==> config.mk <==
export PLATFORM = sky130hd
export DESIGN_NAME = contador_descendente_flat
export DESIGN_NICKNAME = d
export VERILOG_FILES = /design/src/rtl/contador_descendente_if.sv /design/src/rtl/contador_descendente.sv /design/src/flat_wrapper.sv
export SDC_FILE = /design/constraint.sdc
export NUM_CORES = 1
export LEC_CHECK = 0
export BUFFER_PORTS_ARGS = -buffer_cell sky130_fd_sc_hd__buf_2
export CAP_MARGIN = 20
export CELL_PAD_IN_SITES_DETAIL_PLACEMENT = 1
export CELL_PAD_IN_SITES_GLOBAL_PLACEMENT = 1
export CORE_MARGIN = 10
export CORE_UTILIZATION = 42
export CTS_CLUSTER_DIAMETER = 40
export DETAILED_ROUTE_END_ITERATION = 6
export GPL_ROUTABILITY_DRIVEN = 0
export PLACE_DENSITY_LB_ADDON = 0.1
export SLEW_MARGIN = 20
export SYNTH_ARGS = -nofsm -noshare
export SYNTH_HDL_FRONTEND = slang
export SYNTH_SLANG_ARGS = --single-unit
==> constraint.sdc <==
create_clock -name clk -period 3 [get_ports clk]
set_input_delay 0.6 -clock clk [delete_from_list [all_inputs] [get_ports clk]]
set_output_delay 0.6 -clock clk [all_outputs]
set_load 0.03 [all_outputs]
==> src/rtl/contador_descendente_if.sv <==
// Control/status bundle for the loadable down-counter/timer.
// The master drives the controls, and the slave (the timer) returns the count and status.
interface contador_descendente_if #(
  parameter int WIDTH = 12
);
  logic             enable;
  logic             loadbit;
  logic [WIDTH-1:0] load;
  logic             mode;
  logic [WIDTH-1:0] cont;
  logic             tc;
  logic             busy;
  logic             done;

  modport master (
    output enable, loadbit, load, mode,
    input  cont, tc, busy, done
  );

  modport slave (
    input  enable, loadbit, load, mode,
    output cont, tc, busy, done
  );
endinterface

==> src/rtl/contador_descendente.sv <==
// Loadable 12-bit down-counter/timer with a terminal-count pulse and one-shot or periodic reload.
//   state | meaning
//   IDLE  | nothing loaded (or load of 0); enable ignored
//   ARMED | value loaded, no decrement yet
//   RUN   | counting down; periodic timers stay here across reloads
//   DONE  | one-shot expired; cont held at 0 until the next load or reset
module contador_descendente #(
  parameter int WIDTH = 12
) (
  input  logic                   clk,
  input  logic                   reset,
  contador_descendente_if.slave  bus
);

  typedef enum logic [1:0] {IDLE, ARMED, RUN, DONE} state_t;

  state_t           state_q, state_d;
  logic [WIDTH-1:0] cont_q, cont_d;
  logic [WIDTH-1:0] reload_q, reload_d;
  logic             mode_q, mode_d;
  logic             tc_q, tc_d;

  always_ff @(posedge clk) begin
    if (reset) begin
      state_q  <= IDLE;
      cont_q   <= '0;
      reload_q <= '0;
      mode_q   <= 1'b0;
      tc_q     <= 1'b0;
    end else begin
      state_q  <= state_d;
      cont_q   <= cont_d;
      reload_q <= reload_d;
      mode_q   <= mode_d;
      tc_q     <= tc_d;
    end
  end

  // A load takes priority over enable. In ARMED/RUN the count is always >= 1.
  always_comb begin
    state_d  = state_q;
    cont_d   = cont_q;
    reload_d = reload_q;
    mode_d   = mode_q;
    tc_d     = 1'b0;
    if (bus.loadbit) begin
      cont_d   = bus.load;
      reload_d = bus.load;
      mode_d   = bus.mode;
      state_d  = (bus.load != '0) ? ARMED : IDLE;
    end else if (bus.enable && (state_q == ARMED || state_q == RUN)) begin
      if (cont_q > WIDTH'(1)) begin
        cont_d  = cont_q - WIDTH'(1);
        state_d = RUN;
      end else begin
        tc_d = 1'b1;
        if (mode_q) begin
          cont_d  = reload_q;
          state_d = RUN;
        end else begin
          cont_d  = '0;
          state_d = DONE;
        end
      end
    end
  end

  always_comb begin
    bus.cont = cont_q;
    bus.tc   = tc_q;
    bus.busy = (state_q == ARMED) || (state_q == RUN);
    bus.done = (state_q == DONE);
  end

endmodule

==> src/flat_wrapper.sv <==
// flat-port wrapper written by rule: the top's interface ports become plain ports
module contador_descendente_flat 
#(
  parameter int WIDTH = 12
)
  (clk, reset, bus_enable, bus_loadbit, bus_load, bus_mode, bus_cont, bus_tc, bus_busy, bus_done);
  contador_descendente_if #(.WIDTH(WIDTH)) bus_i ();
  input  logic clk;
  input  logic reset;
  input wire logic [$bits(bus_i.enable)-1:0] bus_enable;
  input wire logic [$bits(bus_i.loadbit)-1:0] bus_loadbit;
  input wire logic [$bits(bus_i.load)-1:0] bus_load;
  input wire logic [$bits(bus_i.mode)-1:0] bus_mode;
  output wire logic [$bits(bus_i.cont)-1:0] bus_cont;
  output wire logic [$bits(bus_i.tc)-1:0] bus_tc;
  output wire logic [$bits(bus_i.busy)-1:0] bus_busy;
  output wire logic [$bits(bus_i.done)-1:0] bus_done;
  assign bus_i.enable = bus_enable;
  assign bus_i.loadbit = bus_loadbit;
  assign bus_i.load = bus_load;
  assign bus_i.mode = bus_mode;
  assign bus_cont = bus_i.cont;
  assign bus_tc = bus_i.tc;
  assign bus_busy = bus_i.busy;
  assign bus_done = bus_i.done;
  contador_descendente #(.WIDTH(WIDTH)) u_core (.clk(clk), .reset(reset), .bus(bus_i));
endmodule
==> impl_metrics.ini, run 1 <==
[sta]
finalMaxSlewViolations = 0
timing.final.hold_violations = 0
rsz_0062_raised_after_global_routing = no
final_min_period_over_clock_period = 0.757
setup_viol_count_final = 0
slew-limit-headroom = 0.577
finalClockSkew_ns = 0.00637
post-route-min-period_ns = 2.27
slew_at_the_pin_closest_to_its_max_slew_limit_ns = 0.630
tns_ns = 0
final.setup.worst_slack_ns = 0.730
max_freq_mhz = 440

[worst_setup_path]
worstPathRequired_ns = 3.22
critPathArrivalTime_ns = 2.49
reg2reg_from = u_core.bus.cont[2]
crit_path_category = register to register
timing.critical_path.from_type = register
r2r_slack_ns = 0.73
end_kind = register
cpMaxStageDelayCell = sky130_fd_sc_hd__nor4_4
worst_r2r_endpoint = u_core.bus.cont[2]
slowest_delay_ns = 0.63
critical_path_source = u_core.bus.cont[2]
highest_fanout_seen_on_the_critical_path = 12
worst_r2r_path_depth = 5
critical_path.cell_chain = or4_4 -> nor4_4 -> nor2_1 -> a311oi_1 -> o22ai_1

[global_route]
first_pass_grt_wire_length_um = 7560
grt_pass1_vias = 1527
globalRouteTotalUtil = 0.145
overflow = 0
initial_antenna_violation_count = 0
grt_max_degree = 29

[layout]
syn2layout_area_growth_pct = 11.5
fraction_of_final_layout_cells_sized_beyond_drive_strength_1 = 0.201
num_antenna_cells = 0
most_frequent_standard_cell_in_the_layout_excluding_fill_and_tap_cells = sky130_fd_sc_hd__buf_2
design_area_sq_um = 1660
multi_input_area_sq_um = 837
fillerInstances = 443
most-common-layout-cells = sky130_fd_sc_hd__buf_2 (31), sky130_fd_sc_hd__dfxtp_1 (28), sky130_fd_sc_hd__nand2_1 (26), sky130_fd_sc_hd__nor2_1 (24), sky130_fd_sc_hd__a21oi_1 (11)
nets = 226
final-instance-count-excl-fill = 250
final-seq-area_sq_um = 561

[floorplanning]
total_die_area_sq_um = 6310
start_util = 0.438
dieWidth_um = 79.5
die_h_um = 79.5
floorplan.core_area_sq_um = 3390
design.portCount = 32
placementRows = 21

[logic_synthesis]
number_of_synthesized_flops_with_an_enable_pin = 0
synth_compound_gate_area_share = 0.250
synth-seq-cells = 28
post_synth_cell_types = 40
seq_area_frac_synth = 0.377
mappedNetlistArea_sq_um = 1490
async_flop_share = 0
synth_top_family_by_area = compound AO/OA/AOI/OAI gates
synthesis.yosys.warnings = 0
synthFlopType = sky130_fd_sc_hd__dfxtp_1
synth-adder-area-share = 0.0253
synth.mux.area_fraction = 0.0404
syn-mean-instance-area_sq_um = 8.16
synth_xor_area_frac = 0.0236
synthesis.instances = 182
syn_nets = 202
yosys.area_share.simple = 0.224

[placement]
port_buffers = 31
place_ws_ns = 0.769
place_inst = 247
place_hpwl_um = 3450
placed_instance_area_sq_um = 1630

[route]
detail_route.drc_violations = 0
via_per_inst = 5.93
routed-via-count = 1483
route.detailed.wl_per_inst_um = 18.3
dr.pass1.iters = 4
dr.first_iter.drc_count = 110
route.antenna.remaining_nets = 0
wirelength_um = 4580

[min_path]
worst_hold_path_type = register to register
hp-start = u_core.reload_q[0]
worstHoldEndpoint = u_core.reload_q[0]
min_delay_path_depth = 2

[clock_network]
cts.sink_count = 28
clk-insertion-delay-late_ns = 0.33
worst_setup_hold_path_clk_slew_ns = 0.15
ctsRootBufferMaster = sky130_fd_sc_hd__clkbuf_4
cts_tree = yes
post_cts_buffers = 0
cts.repair.resized = 0
cts_htree_levels = 1
cts_buffer_count = 3
cts.path.max_buffers = 2
ctsHoldBuffers = 0

[flow_run]
max-cap-violations = 0

[power]
p_per_area_nw_per_um2 = 500
irDropWorstVdd_mv = 0.253
report.power.total_w = 0.000828
total_leakage_power_nw = 0.659

[status]
status = finished clean
cell type report:
type | instances | area share
clock buffers | 3 | 0.0136
multi-input cells | 137 | 0.506
flip-flops and latches | 28 | 0.339
repair buffers | 32 | 0.0983
inverters | 4 | 0.00907
well taps | 46 | 0.0348
cell usage after synthesis (2+ instances only):
cell / count / share of area
sky130_fd_sc_hd__dfxtp_1: 28 / 0.38
sky130_fd_sc_hd__nand2_1: 26 / 0.066
sky130_fd_sc_hd__nor2_1: 24 / 0.061
sky130_fd_sc_hd__a21oi_1: 11 / 0.037
sky130_fd_sc_hd__o21ai_0: 9 / 0.030
sky130_fd_sc_hd__o22ai_1: 8 / 0.034
sky130_fd_sc_hd__a22oi_1: 6 / 0.030
sky130_fd_sc_hd__mux2i_1: 6 / 0.040
sky130_fd_sc_hd__a311oi_1: 5 / 0.029
sky130_fd_sc_hd__clkbuf_1: 5 / 0.013
sky130_fd_sc_hd__nor4_1: 5 / 0.021
sky130_fd_sc_hd__inv_1: 4 / 0.010
sky130_fd_sc_hd__nor3_1: 4 / 0.013
sky130_fd_sc_hd__xnor2_1: 4 / 0.024
sky130_fd_sc_hd__buf_1: 3 / 0.0076
sky130_fd_sc_hd__ha_1: 3 / 0.025
sky130_fd_sc_hd__a221oi_1: 2 / 0.012
sky130_fd_sc_hd__a31oi_1: 2 / 0.0084
sky130_fd_sc_hd__o21a_1: 2 / 0.010
sky130_fd_sc_hd__o2bb2ai_1: 2 / 0.012
sky130_fd_sc_hd__o32ai_1: 2 / 0.012
sky130_fd_sc_hd__or2_2: 2 / 0.0084
sky130_fd_sc_hd__or4_4: 2 / 0.015
registers in the layout, summed over array words and instances (netlist names):
register,count
u_core.mode_q,1
u_core.reload_q,12
u_core.bus.cont,12
u_core.state_q,2
u_core.bus.tc,1
worst max-delay path by stage:
stage                                     to  slack [ns]  cells past startpoint
after floorplan           u_core.bus.cont[0]        0.94                      6
after global placement    u_core.bus.cont[4]        0.82                      5
after detailed placement  u_core.bus.cont[4]        0.77                      5
after CTS                 u_core.bus.cont[2]        0.74                      5
after global routing      u_core.bus.cont[0]        0.56                      5
final                     u_core.bus.cont[2]        0.73                      5
metrics by stage:
step	hold slack (ns)	util
floorplan	0.437	-
global placement	0.452	0.482
detailed placement	0.456	0.482
CTS	0.475	0.488
global route	0.502	0.488
finish	0.473	0.488
kinds of logic after synthesis:
group | count (synthesis)
compound gates | 55
xor+xnor | 4
fa+ha+maj | 3
buf+inv | 17
flops | 28
mux | 6
simple gates | 69
routing by layer:
metal | track usage | wire length [um] | up-vias
met2 | 0.222 | 2100 | 34
li1 | - | - | 718
met1 | 0.199 | 2260 | 729
met5 | 0 | 0 | -
met4 | 0.0412 | 23 | 0
met3 | 0.0293 | 208 | 2
where the power goes:
| group | internal [W] | switching (W) |
|---|---|---|
| clock network | 0.0000472 | 0.000116 |
| logic | 0.0000882 | 0.000150 |
| registers | 0.000396 | 0.0000314 |
critical path, delay by kind of cell, from the launching register on:
family / cells / cell delay (ns)
compound gates: 2 / 0.41
flops: 1 / 0.41
simple gates: 3 / 1.34
Note: power is estimated with default switching activity, not from simulation.
==> inputs of run 2 (changes only) <==
Settings changed: ABC_AREA set to 1, CORE_UTILIZATION 42 to 38.
Clock period 3 ns to 2.37 ns, I/O delays scaled along.
==> impl_metrics.ini, run 2 <==
[status]
status = finished clean

[global_route]
grt_max_degree = 17
overflow = 0
grt_pass1_vias = 1809
first_pass_grt_wire_length_um = 9050
globalRouteTotalUtil = 0.148
initial_antenna_violation_count = 0

[logic_synthesis]
synth_compound_gate_area_share = 0.138
mappedNetlistArea_sq_um = 1690
synth.top_cells.by_area = sky130_fd_sc_hd__dfxtp_1 (33%), sky130_fd_sc_hd__nand2_1 (17%), sky130_fd_sc_hd__inv_1 (7.3%)
post_synth_cell_types = 27
seq_area_frac_synth = 0.331
synth_top_area_cell = sky130_fd_sc_hd__dfxtp_1
number_of_synthesized_flops_with_an_enable_pin = 0
yosys.area_share.simple = 0.386
synth_xor_area_frac = 0.0155
synth-adder-area-share = 0.0222
syn_nets = 280
synth-seq-cells = 28
synthFlopType = sky130_fd_sc_hd__dfxtp_1
synth.mux.area_fraction = 0
synthMostInstantiatedCell = sky130_fd_sc_hd__nand2_1
synth_top_cells_by_count = sky130_fd_sc_hd__nand2_1 (77), sky130_fd_sc_hd__inv_1 (33), sky130_fd_sc_hd__dfxtp_1 (28)
synthesis.instances = 260
synth_largest_type_area_fraction = 0.331
async_flop_share = 0
syn-mean-instance-area_sq_um = 6.51
synth_top_family_by_area = simple AND/OR/NAND/NOR gates
synthesis.yosys.warnings = 0

[clock_network]
cts.path.max_buffers = 2
clk-insertion-delay-late_ns = 0.28
cts.repair.resized = 0
ctsHoldBuffers = 0
cts.sink_count = 28
cts_buffer_count = 3
worst_setup_hold_path_clk_slew_ns = 0.10
cts_htree_levels = 1
post_cts_buffers = 0
ctsRootBufferMaster = sky130_fd_sc_hd__clkbuf_8
cts_tree = yes

[layout]
layout_utilization = 0.447
num_antenna_cells = 0
most-common-layout-cells = sky130_fd_sc_hd__nand2_1 (77), sky130_fd_sc_hd__inv_1 (33), sky130_fd_sc_hd__buf_2 (31), sky130_fd_sc_hd__dfxtp_1 (28), sky130_fd_sc_hd__a21oi_1 (23)
design_area_sq_um = 1930
most_frequent_standard_cell_in_the_layout_excluding_fill_and_tap_cells = sky130_fd_sc_hd__nand2_1
syn2layout_area_growth_pct = 14.3
nets = 309
fraction_of_final_layout_cells_sized_beyond_drive_strength_1 = 0.188

[placement]
place_ws_ns = 0.552
place_hpwl_um = 4180
port_buffers = 31
placed_instance_area_sq_um = 1880

[power]
irDropWorstVdd_mv = 0.307
report.power.total_w = 0.00122
total_leakage_power_nw = 0.945
p_per_area_nw_per_um2 = 633

[sta]
max_freq_mhz = 568
tns_ns = 0
finalMaxSlewViolations = 0
final_min_period_over_clock_period = 0.742
post-route-min-period_ns = 1.76
final.setup.worst_slack_ns = 0.611
setup_viol_count_final = 0
timing.final.hold_violations = 0
finalClockSkew_ns = 0.00395
slew_at_the_pin_closest_to_its_max_slew_limit_ns = 0.457
rsz_0062_raised_after_global_routing = no
slew-limit-headroom = 0.695

[route]
via_per_inst = 5.01
wirelength_um = 5240
dr.first_iter.drc_count = 93
route.antenna.remaining_nets = 0
routed-via-count = 1704
detail_route.drc_violations = 0
route.detailed.wl_per_inst_um = 15.4
dr.pass1.iters = 4

[floorplanning]
total_die_area_sq_um = 7520
floorplan.core_area_sq_um = 4320
design.portCount = 32
start_util = 0.391
dieWidth_um = 86.7
placementRows = 24
die_h_um = 86.7

[worst_setup_path]
highest_fanout_seen_on_the_critical_path = 10
worstPathRequired_ns = 2.55
end_kind = register
critical_path.cell_chain = inv_1 -> ha_1 -> o21ai_1 -> nor2_4 -> nand2_4 -> nand2_1 -> nand2_1 -> nand2_1 -> a21oi_1
critical_path.most_common_cell = sky130_fd_sc_hd__nand2_1
cpMaxStageDelayCell = sky130_fd_sc_hd__dfxtp_1
r2r_slack_ns = 0.61
crit_path_category = register to register
timing.critical_path.from_type = register
critPathArrivalTime_ns = 1.94
slowest_delay_ns = 0.36

[min_path]
worst_hold_path_type = primary input to register

[flow_run]
max-cap-violations = 0
[run 2: layer usage]
metal  share of wire  GRT usage
met5               0          0
met4           0.013     0.0383
met3           0.046     0.0300
met2            0.45      0.230
met1            0.49      0.203
[run 2: logic make-up after synthesis]
group	after synthesis
AOI/OAI and AO/OA	43
buffers and inverters	44
DFF	28
and+or+nand+nor	139
xor gates and xnor gates	3
adders and majority gates	3
[run 2: layout make-up]
cell class | instances | area, sq um
multi-input cells | 188 | 951
flip-flops and latches | 28 | 561
well taps | 52 | 65.1
repair buffers | 33 | 170
clock buffers | 4 | 55.1
fillers | 602 | 2390
inverters | 35 | 131
[run 2: critical path: cells and delay by family (launching register included)]
family	cells	cell delay [ns]
AOI/OAI and AO/OA	2	0.21
adders and majority gates	1	0.29
buffers and inverters	1	0.11
DFF	1	0.36
and+or+nand+nor	5	0.67
[run 2: path summary, 6_finish.rpt]
check                startpoint            endpoint  cells past startpoint
max          u_core.bus.cont[0]  u_core.bus.cont[6]                      9
max reg2reg  u_core.bus.cont[0]  u_core.bus.cont[6]                      9
min reg2reg   u_core.state_q[1]   u_core.state_q[1]                      2
min                    bus_mode       u_core.mode_q                      3
[run 2: power breakdown]
part	internal, W	switching [W]
Sequential	0.000500	0.0000331
Clock	0.000149	0.000161
Combinational	0.000122	0.000259
[run 2: through the flow]
stage | hold slack [ns] | instances
after floorplan | 0.431 | 260
after global placement | 0.455 | 336
after detailed placement | 0.461 | 336
after CTS | 0.439 | 340
after global routing | 0.476 | 340
final | 0.438 | 340
==> inputs of run 3 (changes only) <==
Clock period 2.37 ns to 1.8 ns, I/O delays scaled along.
==> impl_metrics.ini, run 3 (synthesis gave the netlist of run 2 again) <==
[min_path]
min_delay_path_depth = 3
hp-start = bus_mode
worstHoldEndpoint = u_core.mode_q
worst_hold_path_type = primary input to register

[placement]
place_inst = 338
place_hpwl_um = 4210
port_buffers = 31
place_ws_ns = 0.0947

[floorplanning]
design.portCount = 32
start_util = 0.391
total_die_area_sq_um = 7520
dieWidth_um = 86.7
floorplan.core_area_sq_um = 4320
die_h_um = 86.7
placementRows = 24

[worst_setup_path]
critPathArrivalTime_ns = 1.78
slowest_delay_ns = 0.37
highest_fanout_seen_on_the_critical_path = 5
worstPathRequired_ns = 1.97
end_kind = register
cp_num_buf_inv = 1
crit_path_category = register to register
worst_r2r_path_depth = 9
cpMaxStageDelayCell = sky130_fd_sc_hd__dfxtp_1
reg2reg_from = u_core.bus.cont[0]
worst_r2r_endpoint = u_core.bus.cont[10]
r2r_slack_ns = 0.19
critical_path.cell_chain = inv_1 -> ha_2 -> nand2_2 -> nor2_1 -> nand2_1 -> nand2_1 -> nand3_1 -> a21oi_1 -> nor2_1
critPathTopFamily = simple AND/OR/NAND/NOR gates
timing.critical_path.from_type = register

[sta]
finalMaxSlewViolations = 0
max_freq_mhz = 621
slew-limit-headroom = 0.692
finalClockSkew_ns = 0.0117
rsz_0062_raised_after_global_routing = no
slew_at_the_pin_closest_to_its_max_slew_limit_ns = 0.461
setup_viol_count_final = 0
final_min_period_over_clock_period = 0.895
final.setup.worst_slack_ns = 0.190
post-route-min-period_ns = 1.61
tns_ns = 0
timing.final.hold_violations = 0

[global_route]
initial_antenna_violation_count = 0
overflow = 0
first_pass_grt_wire_length_um = 9150
globalRouteTotalUtil = 0.149
grt_pass1_vias = 1797
grt_max_degree = 25

[route]
dr.pass1.iters = 4
wirelength_um = 5260
routed-via-count = 1736
dr.first_iter.drc_count = 69
detail_route.drc_violations = 0
route.antenna.remaining_nets = 0
via_per_inst = 5.06
route.detailed.wl_per_inst_um = 15.3

[clock_network]
clk-insertion-delay-late_ns = 0.29
ctsHoldBuffers = 0
cts.sink_count = 28
worst_setup_hold_path_clk_slew_ns = 0.11
cts_tree = yes
cts_buffer_count = 3
cts.path.max_buffers = 2
ctsRootBufferMaster = sky130_fd_sc_hd__clkbuf_8
cts_htree_levels = 1

[flow_run]
max-cap-violations = 0

[layout]
nets = 312
layout_utilization = 0.454
fraction_of_final_layout_cells_sized_beyond_drive_strength_1 = 0.203
num_antenna_cells = 0
syn2layout_area_growth_pct = 16.0
final-instance-count-excl-fill = 343
most-common-layout-cells = sky130_fd_sc_hd__nand2_1 (77), sky130_fd_sc_hd__inv_1 (33), sky130_fd_sc_hd__buf_2 (31), sky130_fd_sc_hd__dfxtp_1 (28), sky130_fd_sc_hd__a21oi_1 (23)
most_frequent_standard_cell_in_the_layout_excluding_fill_and_tap_cells = sky130_fd_sc_hd__nand2_1

[status]
status = finished clean

[power]
p_per_area_nw_per_um2 = 825
total_leakage_power_nw = 0.960
irDropWorstVdd_mv = 0.384
-- run 3: cell types whose count changed in the layout (fill, tap and decap cells not counted), sizes merged --
cell  change
buf       +3
-- run 3: where the power goes --
| group | switching, W | internal (W) |
|---|---|---|
| combinational | 0.000337 | 0.000170 |
| clock | 0.000211 | 0.000196 |
| sequential | 0.0000457 | 0.000658 |
-- run 3: worst max-delay path by stage --
stage,start,end,slack [ns],cells after the start
after floorplan,u_core.bus.cont[0],u_core.bus.cont[10],0.08,8
after global placement,u_core.bus.cont[0],u_core.bus.cont[10],0.17,8
after detailed placement,u_core.bus.cont[0],u_core.bus.cont[10],0.09,8
after CTS,u_core.bus.cont[0],u_core.bus.cont[10],0.06,8
after global routing,u_core.bus.cont[1],u_core.bus.cont[10],0.05,9
final,u_core.bus.cont[0],u_core.bus.cont[10],0.19,9
-- run 3: per-layer routing --
layer | GRT usage | vias up | share of wire
li1 | - | 892 | -
met2 | 0.236 | 30 | 0.46
met4 | 0.0309 | 0 | 0.0072
met3 | 0.0319 | 4 | 0.051
met5 | 0 | - | 0
met1 | 0.202 | 810 | 0.49
-- run 3: stage by stage --
| stage | hold WS (ns) | area [sq um] | power, W |
|---|---|---|---|
| detailed placement | 0.458 | 1890 | 0.00122 |
| CTS | 0.340 | 1950 | 0.00163 |
| global route | 0.369 | 1960 | 0.00174 |
| floorplan | 0.431 | 1690 | 0.00108 |
| finish | 0.348 | 1960 | 0.00162 |
| global placement | 0.448 | 1890 | 0.00121 |
-- run 3: worst min-delay path: cells and delay by family --
family | cells | cell delay, ns
compound gates | 1 | 0.08
buf+inv | 1 | 0.07
simple gates | 1 | 0.08
-- run 3: final cells by class --
| class | instances | area (sq um) |
|---|---|---|
| Multi-Input combinational cell | 188 | 957 |
| Tap cell | 52 | 65.1 |
| Fill cell | 611 | 2360 |
| Inverter | 35 | 131 |
| Timing Repair Buffer | 36 | 193 |
| Clock buffer | 4 | 55.1 |
| Sequential cell | 28 | 561 |
-- run 3: repair_timing --
action,4_1_cts,5_1_grt
setup buffers,0,1
setup endpoints to repair,0,7
gates resized for setup,0,2
